File: src/rtl/vga_timing_pkg.sv
// Shared timing constants, counter width and phase type for the VGA raster generator.
// Defaults describe the 640x480@60 mode driven from a 25 MHz pixel clock.
package vga_timing_pkg;

   localparam int CNT_W     = 10;
   localparam int MAX_TOTAL = 1 << CNT_W;

   localparam int H_ACTIVE_D = 640;
   localparam int H_FP_D     = 16;
   localparam int H_SYNC_D   = 96;
   localparam int H_BP_D     = 48;
   localparam int V_ACTIVE_D = 480;
   localparam int V_FP_D     = 10;
   localparam int V_SYNC_D   = 2;
   localparam int V_BP_D     = 33;

   localparam int H_TOTAL_D      = H_ACTIVE_D + H_FP_D + H_SYNC_D + H_BP_D;
   localparam int V_TOTAL_D      = V_ACTIVE_D + V_FP_D + V_SYNC_D + V_BP_D;
   localparam int H_SYNC_START_D = H_ACTIVE_D + H_FP_D;
   localparam int H_SYNC_END_D   = H_SYNC_START_D + H_SYNC_D - 1;
   localparam int V_SYNC_START_D = V_ACTIVE_D + V_FP_D;
   localparam int V_SYNC_END_D   = V_SYNC_START_D + V_SYNC_D - 1;

   typedef enum logic [1:0] {
      PH_ACTIVE = 2'd0,
      PH_FP     = 2'd1,
      PH_SYNC   = 2'd2,
      PH_BP     = 2'd3
   } phase_t;

   // Phase of a position along one axis: ACTIVE, then front porch, sync, back porch.
   function automatic phase_t phase_of(input int pos, input int active, input int fp,
                                       input int sync);
      phase_t ph;
      if (pos < active) begin
         ph = PH_ACTIVE;
      end else if (pos < active + fp) begin
         ph = PH_FP;
      end else if (pos < active + fp + sync) begin
         ph = PH_SYNC;
      end else begin
         ph = PH_BP;
      end
      return ph;
   endfunction

endpackage

File: src/rtl/vga_axis_cnt.sv
// One raster axis: wrapping position counter with registered phase and sync level.
// All registered outputs are decoded from the position being loaded, so they stay coherent with count.
module vga_axis_cnt
   import vga_timing_pkg::*;
#(
   parameter int ACTIVE   = H_ACTIVE_D,
   parameter int FP       = H_FP_D,
   parameter int SYNC     = H_SYNC_D,
   parameter int BP       = H_BP_D,
   parameter bit SYNC_POL = 1'b0
) (
   input  logic             i_clk,
   input  logic             i_rst_n,
   input  logic             i_step,
   output logic [CNT_W-1:0] count,
   output phase_t           phase,
   output logic             wrap,
   output logic             sync,
   output logic             active
);

   localparam int               TOTAL = ACTIVE + FP + SYNC + BP;
   localparam logic [CNT_W-1:0] LAST  = CNT_W'(TOTAL - 1);

   logic [CNT_W-1:0] nxt;
   phase_t           nxt_phase;

   // wrap and active describe the step about to happen, letting the parent register its own decode.
   always_comb begin
      wrap = i_step && (count == LAST);
      nxt  = count;
      if (wrap) begin
         nxt = '0;
      end else if (i_step) begin
         nxt = count + 1'b1;
      end
      nxt_phase = phase_of(int'(nxt), ACTIVE, FP, SYNC);
      active    = (nxt_phase == PH_ACTIVE);
   end

   always_ff @(posedge i_clk or negedge i_rst_n) begin
      if (!i_rst_n) begin
         count <= LAST;
         phase <= PH_BP;
         sync  <= ~SYNC_POL;
      end else begin
         count <= nxt;
         phase <= nxt_phase;
         sync  <= (nxt_phase == PH_SYNC) ? SYNC_POL : ~SYNC_POL;
      end
   end

endmodule

File: src/rtl/vga_timing.sv
// VGA raster timing generator: sync pulses, pixel coordinate, visible flag, line/frame strobes
// and an 8-bit frame counter, all registered and describing the same (o_hcnt, o_vcnt) position.
module vga_timing
   import vga_timing_pkg::*;
#(
   parameter int H_ACTIVE = H_ACTIVE_D,
   parameter int H_FP     = H_FP_D,
   parameter int H_SYNC   = H_SYNC_D,
   parameter int H_BP     = H_BP_D,
   parameter int V_ACTIVE = V_ACTIVE_D,
   parameter int V_FP     = V_FP_D,
   parameter int V_SYNC   = V_SYNC_D,
   parameter int V_BP     = V_BP_D,
   parameter bit SYNC_POL = 1'b0
) (
   input  logic             i_clk,
   input  logic             i_rst_n,
   input  logic             i_en,
   output logic             o_hsync,
   output logic             o_vsync,
   output logic [CNT_W-1:0] o_hcnt,
   output logic [CNT_W-1:0] o_vcnt,
   output logic             o_active,
   output logic             o_line_start,
   output logic             o_frame_start,
   output logic [7:0]       o_frame,
   output phase_t           o_hphase,
   output phase_t           o_vphase
);

   localparam int H_TOTAL = H_ACTIVE + H_FP + H_SYNC + H_BP;
   localparam int V_TOTAL = V_ACTIVE + V_FP + V_SYNC + V_BP;

   if (H_TOTAL > MAX_TOTAL || V_TOTAL > MAX_TOTAL) begin : g_total_check
      $error("vga_timing: H_TOTAL/V_TOTAL exceed the counter range");
   end

   logic h_wrap;
   logic v_wrap;
   logic h_act;
   logic v_act;
   logic v_step;

   assign v_step = h_wrap & i_en;

   vga_axis_cnt #(
      .ACTIVE   (H_ACTIVE),
      .FP       (H_FP),
      .SYNC     (H_SYNC),
      .BP       (H_BP),
      .SYNC_POL (SYNC_POL)
   ) u_h (
      .i_clk   (i_clk),
      .i_rst_n (i_rst_n),
      .i_step  (i_en),
      .count   (o_hcnt),
      .phase   (o_hphase),
      .wrap    (h_wrap),
      .sync    (o_hsync),
      .active  (h_act)
   );

   // The vertical axis only steps on a line boundary, so vsync can never change mid-line.
   vga_axis_cnt #(
      .ACTIVE   (V_ACTIVE),
      .FP       (V_FP),
      .SYNC     (V_SYNC),
      .BP       (V_BP),
      .SYNC_POL (SYNC_POL)
   ) u_v (
      .i_clk   (i_clk),
      .i_rst_n (i_rst_n),
      .i_step  (v_step),
      .count   (o_vcnt),
      .phase   (o_vphase),
      .wrap    (v_wrap),
      .sync    (o_vsync),
      .active  (v_act)
   );

   // Strobes hold while i_en is low so a pulse spans exactly one enabled period.
   always_ff @(posedge i_clk or negedge i_rst_n) begin
      if (!i_rst_n) begin
         o_active      <= 1'b0;
         o_line_start  <= 1'b0;
         o_frame_start <= 1'b0;
         o_frame       <= 8'hFF;
      end else if (i_en) begin
         o_active      <= h_act & v_act;
         o_line_start  <= h_wrap;
         o_frame_start <= h_wrap & v_wrap;
         if (h_wrap && v_wrap) begin
            o_frame <= o_frame + 1'b1;
         end
      end
   end

endmodule

File: config.mk
export PLATFORM = sky130hd
export DESIGN_NAME = vga_timing
export DESIGN_NICKNAME = d
export VERILOG_FILES = /design/src/rtl/vga_timing_pkg.sv /design/src/rtl/vga_axis_cnt.sv /design/src/rtl/vga_timing.sv
export SDC_FILE = /design/constraint.sdc
export NUM_CORES = 1
export LEC_CHECK = 0
export BUFFER_PORTS_ARGS = -buffer_cell sky130_fd_sc_hd__buf_4
export CAP_MARGIN = 30
export CORE_MARGIN = 2
export CORE_UTILIZATION = 54
export CTS_CLUSTER_SIZE = 25
export DETAILED_ROUTE_END_ITERATION = 6
export GPL_TIMING_DRIVEN = 0
export PLACE_DENSITY = 0.79
export SKIP_LAST_GASP = 1
export SLEW_MARGIN = 15
export SYNTH_ARGS = -nofsm -noshare
export SYNTH_HDL_FRONTEND = slang
export SYNTH_SLANG_ARGS = --single-unit
File: constraint.sdc
create_clock -name i_clk -period 3.45 [get_ports i_clk]
set_input_delay 0 -clock i_clk [delete_from_list [all_inputs] [get_ports i_clk]]
set_output_delay 0 -clock i_clk [all_outputs]
set_load 0.05 [all_outputs]
**Yosys cells after proc, flatten, opt, wreduce, memory -nomap -nowiden**

Index checks and enable logic that the tools add are counted.

- Add/subtract/negate cells: 3
- Magnitude comparators: 6
- Eq/ne operators: 4
- Mux-type cells: 12
- Bitwise gates (word level): 3
- Reductions and logical operators: 6

Operators by type and width:

| cell | count |
|---|---|
| 2-to-1 mux 10 bit | 4 |
| < comparator 10 bit (second input constant) | 3 |
| < comparator 10 x 9 -> 1 bit (second input constant) | 3 |
| adder 10 x 1 -> 10 bit (second input constant) | 2 |
| == test 10 bit (second input constant) | 2 |
| adder 8 x 1 -> 8 bit (second input constant) | 1 |
| 2-to-1 mux 2 bit | 4 |
| == test 2 bit (second input constant) | 2 |
| zero test 2 bit | 2 |
| 2-to-1 mux 1 bit | 4 |
| AND 1 bit | 3 |
| logical AND 1 bit | 3 |
| AND reduction 2 bit | 1 |

- Register bits after elaboration: 37
- Bits of input ports: 3
- Output and inout bits: 37
- Word-level logic and storage cells: 44

**Depth between registers and ports, before layout**

Gate-level depths: netlist (run 1).

- Word-level depth: 11
- Mapped depth: 9
- Mapped depth without buffers: 8

**Hierarchy**

Synthesis (run 1) repeated with hierarchy kept, for this count alone.

- Cells, all modules: 204
- Area, all modules: 2065.7 um2

By module, submodules not included:

| module | instances | cells each | area an instance (um2) | seq. area each (um2) |
|---|---|---|---|---|
| vga_axis_cnt at u_v | 1 | 88 | 855.8 | 332.8 |
| vga_axis_cnt at u_h | 1 | 72 | 716.9 | 337.8 |
| vga_timing | 1 | 44 | 493.0 | 285.3 |

**Worst setup path before layout (run 1)**

OpenSTA, ideal clock, no wires.

- Kind: flip-flop to flip-flop
- From: register u_h.count[5]
- To: register o_active
- Library setup time: 123 ps
- Arrival time: 2627 ps
- Required time: 3327 ps
- Setup slack: 700 ps
- Cell stages (with the launch flop): 9
- Path buffers: 2
- Period minus slack after synthesis: 2750 ps
- Cells stage by stage: dfrtp_1 > buf_6 > or4b_4 > buf_6 > or4_4 > or3_1 > a21o_1 > nand2_2 > o2bb2ai_1

- Cells in the longest elaborated chain, start to end: 11
- Elaborated cells between the ends (all ways): 24
- Those cells by class: add/sub: 1; order compare: 6; eq/ne: 1; mux: 10; bitwise: 2; reduce/logical: 4

RTL lines:

| item | RTL line | source |
|---|---|---|
| start, declared | vga_axis_cnt.sv:15 | `output logic [CNT_W-1:0] count,` |
| start signal, assigned | vga_axis_cnt.sv:47 | `count <= nxt;` |
| parallel branches: the longest is 10 deep, another holds adder 10 x 1 -> 10 bit | - |  |
| AND 1 bit (*) | vga_timing.sv:89 | `o_active <= h_act & v_act;` |
| end signal, assigned | vga_timing.sv:89 |  |
| end, declared | vga_timing.sv:23 | `output logic o_active,` |

Every way passes the cells marked *.
A chain may end at the register's enable or synchronous reset.

**Final worst setup path (run 1)**

- From: register u_h.count[0]
- To: register o_active

Same word-level chain as after synthesis.

==> impl_metrics.env, run 1 <==
export IMPL_outcome="complete, no violations"
export IMPL_synth_simple_area_share_pct=24.2
export IMPL_cts_buffers=5
export IMPL_arrival_ps=3000
export IMPL_finalCritPeriodShare_pct=79.0
export IMPL_netlist_instances=187
export IMPL_worst_setup_path_type="reg -> reg"
export IMPL_syn_nets=194
export IMPL_hpwl_um=3090
export IMPL_area_growth_pct=22.2
export IMPL_r2r_start="u_h.count[0]"
export IMPL_cp_num_buf_inv=1
export IMPL_ctsHoldBuffers=2
export IMPL_rows=21
export IMPL_dieArea_um2=4160
export IMPL_cts_tree="done"
export IMPL_crit_family="simple AND/OR/NAND/NOR gates"
export IMPL_endpoint_kind="flip-flop"
export IMPL_fp_dieH_um=64.5
export IMPL_crit_chain="ha_1, nand4_1, or3_1, buf_6, o31a_1, o211ai_2, nand2_2, o2bb2ai_1"
export IMPL_async_reset_ff_share_pct=100
export IMPL_grt_total_usage_pct=22.2
export IMPL_antenna_left=0
export IMPL_final_cell_mix="buf_4, dfstp_2, nand3_1"
export IMPL_irDropWorstVdd_v=0.000564
export IMPL_tns_ps=0
export IMPL_die_w_um=64.5
export IMPL_antenna_found_initial=0
export IMPL_initial_core_util_pct=57.9
export IMPL_synthFlopType="dfstp_2"
export IMPL_post_place_cells=271
export IMPL_required_ps=3730
export IMPL_final_common_cell="buf_4"
export IMPL_powerDensity_nw_per_um2=537
export IMPL_ys_types=51
export IMPL_finalSetupViolations=0
export IMPL_synth_top_family_by_area="simple AND/OR/NAND/NOR gates"
export IMPL_start_kind="flip-flop"
export IMPL_avgViaCountPerCell=5.84
export IMPL_synth_edff_count=0
export IMPL_synth_compound_area_share_pct=10.2
export IMPL_cts_resized_gates=0
export IMPL_yosysSeqAreaShare_pct=48.4
export IMPL_fin_nets=241
export IMPL_ys_ff_latch=37
export IMPL_final_hold_violation_count=0
export IMPL_r2r_end="o_active"
export IMPL_yosys_area_share_adder_pct=2.53
export IMPL_slowest_delay_ps=590
export IMPL_yosys_area_share_xor_xnor_pct=7.53
export IMPL_num_vias=1641
export IMPL_htree_levels=2
export IMPL_core_area_um2=3420
export IMPL_grt_start_max_net_pins=38
export IMPL_reg2regPathDepth=8
export IMPL_final_max_slew_viol_count=0
export IMPL_post_cts_setup_buffers=0
export IMPL_cpMaxStageDelayCell="dfstp_2"
export IMPL_routedWlPerCell_um=14.9
export IMPL_drv_cap=0
export IMPL_first_iter_violations=155
export IMPL_cts_root_buf="clkbuf_4"
export IMPL_grt_pass1_vias=1537
export IMPL_gp_congestion=0.835
export IMPL_drc_errors=0
export IMPL_cts_sinks=37
export IMPL_synthMuxAreaShare_pct=2.72
export IMPL_ys_warn_count=0
export IMPL_diodes=0
export IMPL_finalCriticalPeriod_ps=2720
export IMPL_rsz0062_at_grt="no"
export IMPL_firstDrtPassIters=4
export IMPL_io_pins=40
export IMPL_num_fill_cells=270
export IMPL_fin_cells=281
export IMPL_synth_area_per_cell_um2=10.6
export IMPL_skew_ps=21.4
export IMPL_fmax_mhz=367
export IMPL_hp_class="in -> async"
export IMPL_max_slew_margin_rel_pct=69.2
export IMPL_grt_pass1_wl_um=7130
export IMPL_clk_pin_slew_ps=130
export IMPL_r2r_slack_ps=730
export IMPL_portBuffers=38
export IMPL_cp_max_fo=8
export IMPL_routed_wl_um=4190
export IMPL_tightest_slew_ps=457
export IMPL_cts_buffer_depth=2
export IMPL_leakage_uw=0.00104
export IMPL_drive_above_1_share_pct=36.6
export IMPL_grt_ovfl_total=0
export IMPL_syn_area_um2=1980
export IMPL_clock_latency_ps=350
## cell type report
class	instances	area, µm²	area share [%]
clock buffers	6	41.3	1.71
multi-input cells	133	933	38.6
plain buffers	11	65.1	2.69
flip-flops and latches	37	956	39.6
inverters	6	22.5	0.932
well taps	46	57.6	2.38
repair buffers	40	305	12.6
clock inverters	2	35.0	1.45
## cell families after synthesis
| group | after synthesis |
|---|---|
| simple gates | 80 |
| flops | 37 |
| compound gates | 27 |
| xor+xnor | 17 |
| buf+inv | 17 |
| mux | 5 |
| fa+ha+maj | 4 |
## where the power goes
group	leakage [µW]	internal [µW]	switching, µW
clock	0.0000422	152	147
combinational	0.000575	152	287
sequential	0.000420	500	60.6
## stage by stage
| step | area (µm²) | total power [µW] | util, % | hold slack (ps) | worst slack [ps] |
|---|---|---|---|---|---|
| floorplan | 1980 | 885 | - | -296 | 700 |
| global placement | 2320 | 993 | 67.9 | -24.3 | 802 |
| detailed placement | 2320 | 1000 | 67.9 | -9.34 | 765 |
| CTS | 2420 | 1300 | 70.7 | 139 | 747 |
| global route | 2420 | 1360 | 70.7 | 147 | 517 |
| finish | 2420 | 1300 | 70.7 | 119 | 726 |
## routing by layer
layer	vias to the layer above	GRT usage (%)	wire length (µm)
met5	-	0	0
met3	9	4.86	276
met4	0	10.1	83
met2	61	36.1	2050
li1	769	-	-
met1	802	28.3	1780
## worst max-delay path by stage
stage                      start  cells after the start        to
global route        u_h.count[0]                      7  u_v.sync
global placement    u_h.count[0]                      7  u_v.sync
detailed placement  u_h.count[0]                      8  o_active
CTS                 u_h.count[0]                      8  o_active
floorplan           u_h.count[5]                      8  o_active
finish              u_h.count[0]                      8  o_active
## registers in the layout, summed over array words and instances, names as in the netlist
name	count
o_active	1
o_frame	8
o_frame_start	1
o_line_start	1
u_h.count	10
u_h.phase	2
u_h.sync	1
u_v.count	10
u_v.phase	2
u_v.sync	1
## synth_stat cells, types with 2 or more instances
cell / n / area, µm²
ha_1: 4 / 50.1
inv_1: 6 / 22.5
nand2_1: 13 / 48.8
a21o_1: 2 / 15.0
a22oi_1: 2 / 15.0
a21oi_1: 2 / 10.0
dfrtp_1: 13 / 325
o31ai_1: 3 / 22.5
nor3_1: 6 / 30.0
o21ai_0: 5 / 25.0
o31a_1: 2 / 17.5
nor2b_1: 3 / 18.8
clkbuf_1: 6 / 22.5
buf_6: 3 / 33.8
o2bb2ai_1: 2 / 17.5
xnor2_1: 12 / 105
and3_1: 3 / 18.8
mux2_2: 3 / 33.8
nand4_1: 10 / 62.6
xor2_1: 5 / 43.8
nor4_1: 3 / 18.8
or4_1: 2 / 15.0
nor2_1: 8 / 30.0
nand3_1: 15 / 75.1
mux2i_1: 2 / 20.0
dfstp_2: 24 / 631
or3_1: 4 / 25.0
## worst register-to-register path: cells and delay by family (launching register included)
kind                       cells  cell delay (ps)
AOI/OAI and AO/OA              3              720
buffers and inverters          1              160
DFF                            1              590
adders and majority gates      1              250
and+or+nand+nor                3              950
Note: power is estimated with default switching activity, not from simulation.
==> run 2: changes to the inputs <==
--- a/config.mk
+++ b/config.mk
@@ -8,11 +8,11 @@
 export BUFFER_PORTS_ARGS = -buffer_cell sky130_fd_sc_hd__buf_4
 export CAP_MARGIN = 30
 export CORE_MARGIN = 2
-export CORE_UTILIZATION = 54
+export CORE_UTILIZATION = 49
 export CTS_CLUSTER_SIZE = 25
 export DETAILED_ROUTE_END_ITERATION = 6
 export GPL_TIMING_DRIVEN = 0
-export PLACE_DENSITY = 0.79
+export PLACE_DENSITY = 0.75
 export SKIP_LAST_GASP = 1
 export SLEW_MARGIN = 15
 export SYNTH_ARGS = -nofsm -noshare
==> constraint.sdc (replaced) <==
create_clock -name i_clk -period 2.4 [get_ports i_clk]
set_input_delay 0 -clock i_clk [delete_from_list [all_inputs] [get_ports i_clk]]
set_output_delay 0 -clock i_clk [all_outputs]
set_load 0.05 [all_outputs]
==> run 2 against run 1 <==
The flow now finishes with violations (negative setup slack); clock skew shrank 18 ps; sequential power grew 53%; setup slack lost 850 ps; sequential cell count is the same; largest power group unchanged; clock-buffer cell count is the same; first-iteration DRC count shrank 61%; utilization shrank 5.1 points; fmax grew 7.9%; sequential share of layout area shrank 2.1 points; highest routed layer unchanged; combinational power grew 41%.
==> impl_metrics.env, run 2 (synthesis results as in run 1) <==
export IMPL_outcome="complete, but fails checks"
export IMPL_violations="negative setup slack"
export IMPL_irDropWorstVdd_v=0.000682
export IMPL_firstDrtPassIters=4
export IMPL_crit_chain="or4b_4, or4_4, or3_1, a21o_1, nand2_2, o31a_1"
export IMPL_area_growth_pct=30.9
export IMPL_cts_tree="done"
export IMPL_start_kind="flip-flop"
export IMPL_finalCriticalPeriod_ps=2520
export IMPL_grt_ovfl_total=0
export IMPL_fp_dieH_um=67.5
export IMPL_cts_sinks=37
export IMPL_antenna_found_initial=0
export IMPL_cp_max_fo=7
export IMPL_startpoint="u_h.count[4]"
export IMPL_dieArea_um2=4560
export IMPL_diodes=0
export IMPL_cts_buffer_depth=2
export IMPL_hpwl_um=2920
export IMPL_drc_errors=0
export IMPL_finalCritPeriodShare_pct=105
export IMPL_final_max_slew_viol_count=0
export IMPL_skew_ps=3.73
export IMPL_grt_start_max_net_pins=38
export IMPL_endpoint_kind="flip-flop"
export IMPL_clock_latency_ps=290
export IMPL_drv_cap=0
export IMPL_hp_class="in -> reg"
export IMPL_r2r_start="u_h.count[4]"
export IMPL_htree_levels=2
export IMPL_dpl_worst_slack_ps=-295
export IMPL_r2r_slack_ps=-120
export IMPL_rsz0062_at_grt="yes"
export IMPL_leakage_uw=0.00109
export IMPL_initial_core_util_pct=50.1
export IMPL_grt_pass1_vias=1396
export IMPL_final_common_cell="buf_4"
export IMPL_final_hold_violation_count=0
export IMPL_tightest_slew_ps=450
export IMPL_grt_pass1_wl_um=6710
export IMPL_cts_root_buf="clkbuf_8"
export IMPL_required_ps=2640
export IMPL_cp_num_buf_inv=0
export IMPL_portBuffers=38
export IMPL_final_cell_mix="buf_4, dfstp_2, nand3_1"
export IMPL_grt_total_usage_pct=20.2
export IMPL_largestRegisters="u_h.count: 10 flops, u_v.count: 10 flops, o_frame: 8 flops"
export IMPL_fmax_mhz=396
export IMPL_arrival_ps=2760
export IMPL_cts_buffers=5
export IMPL_worstHoldStart="i_en"
export IMPL_num_fill_cells=320
export IMPL_fin_nets=247
export IMPL_routedWlPerCell_um=15.0
export IMPL_die_w_um=67.5
export IMPL_hold_ws_ps=72.5
export IMPL_routed_wl_um=4350
export IMPL_num_vias=1636
export IMPL_cpMaxStageDelayCell="dfstp_4"
export IMPL_slowest_delay_ps=610
export IMPL_clk_pin_slew_ps=70
export IMPL_antenna_left=0
export IMPL_rows=23
export IMPL_core_area_um2=3940
export IMPL_finalSetupViolations=5
export IMPL_drive_above_1_share_pct=46.1
export IMPL_io_pins=40
export IMPL_avgViaCountPerCell=5.62
export IMPL_fin_util_pct=65.7
export IMPL_max_slew_margin_rel_pct=70.0
export IMPL_powerDensity_nw_per_um2=789
export IMPL_gp_congestion=0.816
export IMPL_setup_slack_ps=-124
export IMPL_first_iter_violations=61
export IMPL_crit_family="simple AND/OR/NAND/NOR gates"
export IMPL_worst_setup_path_type="reg -> reg"
==> run 2: cell count changes in the layout (fill, tap and decap cells not counted), moves of 4 or more <==
cell      previous run  this run
clkbuf_8             0         6
clkbuf_1             7         3
buf_4               38        50
clkbuf_4             5         0
==> run 2: routing by layer <==
layer / track usage (%) / vias up / wire length, µm / share of wire [%]
li1: - / 783 / - / -
met2: 32.4 / 50 / 2180 / 50
met4: 9.18 / 0 / 49 / 1.1
met1: 25.6 / 799 / 1890 / 43
met3: 5.00 / 4 / 236 / 5.4
met5: 0 / - / 0 / 0
==> run 2: layout make-up <==
class	count	area, µm²	area share (%)
tap	50	62.6	2.42
sequential	37	971	37.5
clock inverter	2	37.5	1.45
multi-input combinational	133	995	38.4
clock buffer	6	82.6	3.19
buffer	6	32.5	1.26
timing repair buffer	51	385	14.9
inverter	6	22.5	0.870
==> run 2: report_power, final <==
part / switching [µW] / internal (µW)
Sequential: 118 / 737
Combinational: 399 / 222
Clock: 227 / 338
Total: 744 / 1300
==> run 2: what timing repair did <==
| item | 4_1_cts | 5_1_grt |
|---|---|---|
| hold buffers | 1 | 0 |
| endpoints found under the setup margin | 15 | 12 |
| setup buffers | 9 | 3 |
| gates resized for setup | 2 | 5 |
| pin swaps | 6 | 1 |
| endpoints found under the hold margin | 37 | 0 |
==> run 2: path summary, 6_finish.rpt <==
kind / end / cells after the start
worst min-delay path: u_h.count[1] / 3
min in group asynchronous: u_v.count[6] / 2
worst min register to register: o_frame[7] / 1
max in group asynchronous: u_h.phase[1] / 2
worst max-delay path: u_v.phase[0] / 6
worst max register to register: u_v.phase[0] / 6
==> run 2: per-stage QoR <==
stage | cell area, µm² | TNS [ps] | cells | power [µW]
detailed placement | 2370 | -1550 | 275 | 1490
global placement | 2370 | -1570 | 275 | 1480
CTS | 2540 | -223 | 289 | 2040
global route | 2590 | -800 | 291 | 2140
floorplan | 2020 | -682 | 187 | 1320
finish | 2590 | -318 | 291 | 2040
==> run 2: worst register-to-register path: stages (launching register included) <==
cell and delay (ps):
dfstp_4 610, or4b_4 530, or4_4 570, or3_1 320, a21o_1 210, nand2_2 100, o31a_1 140
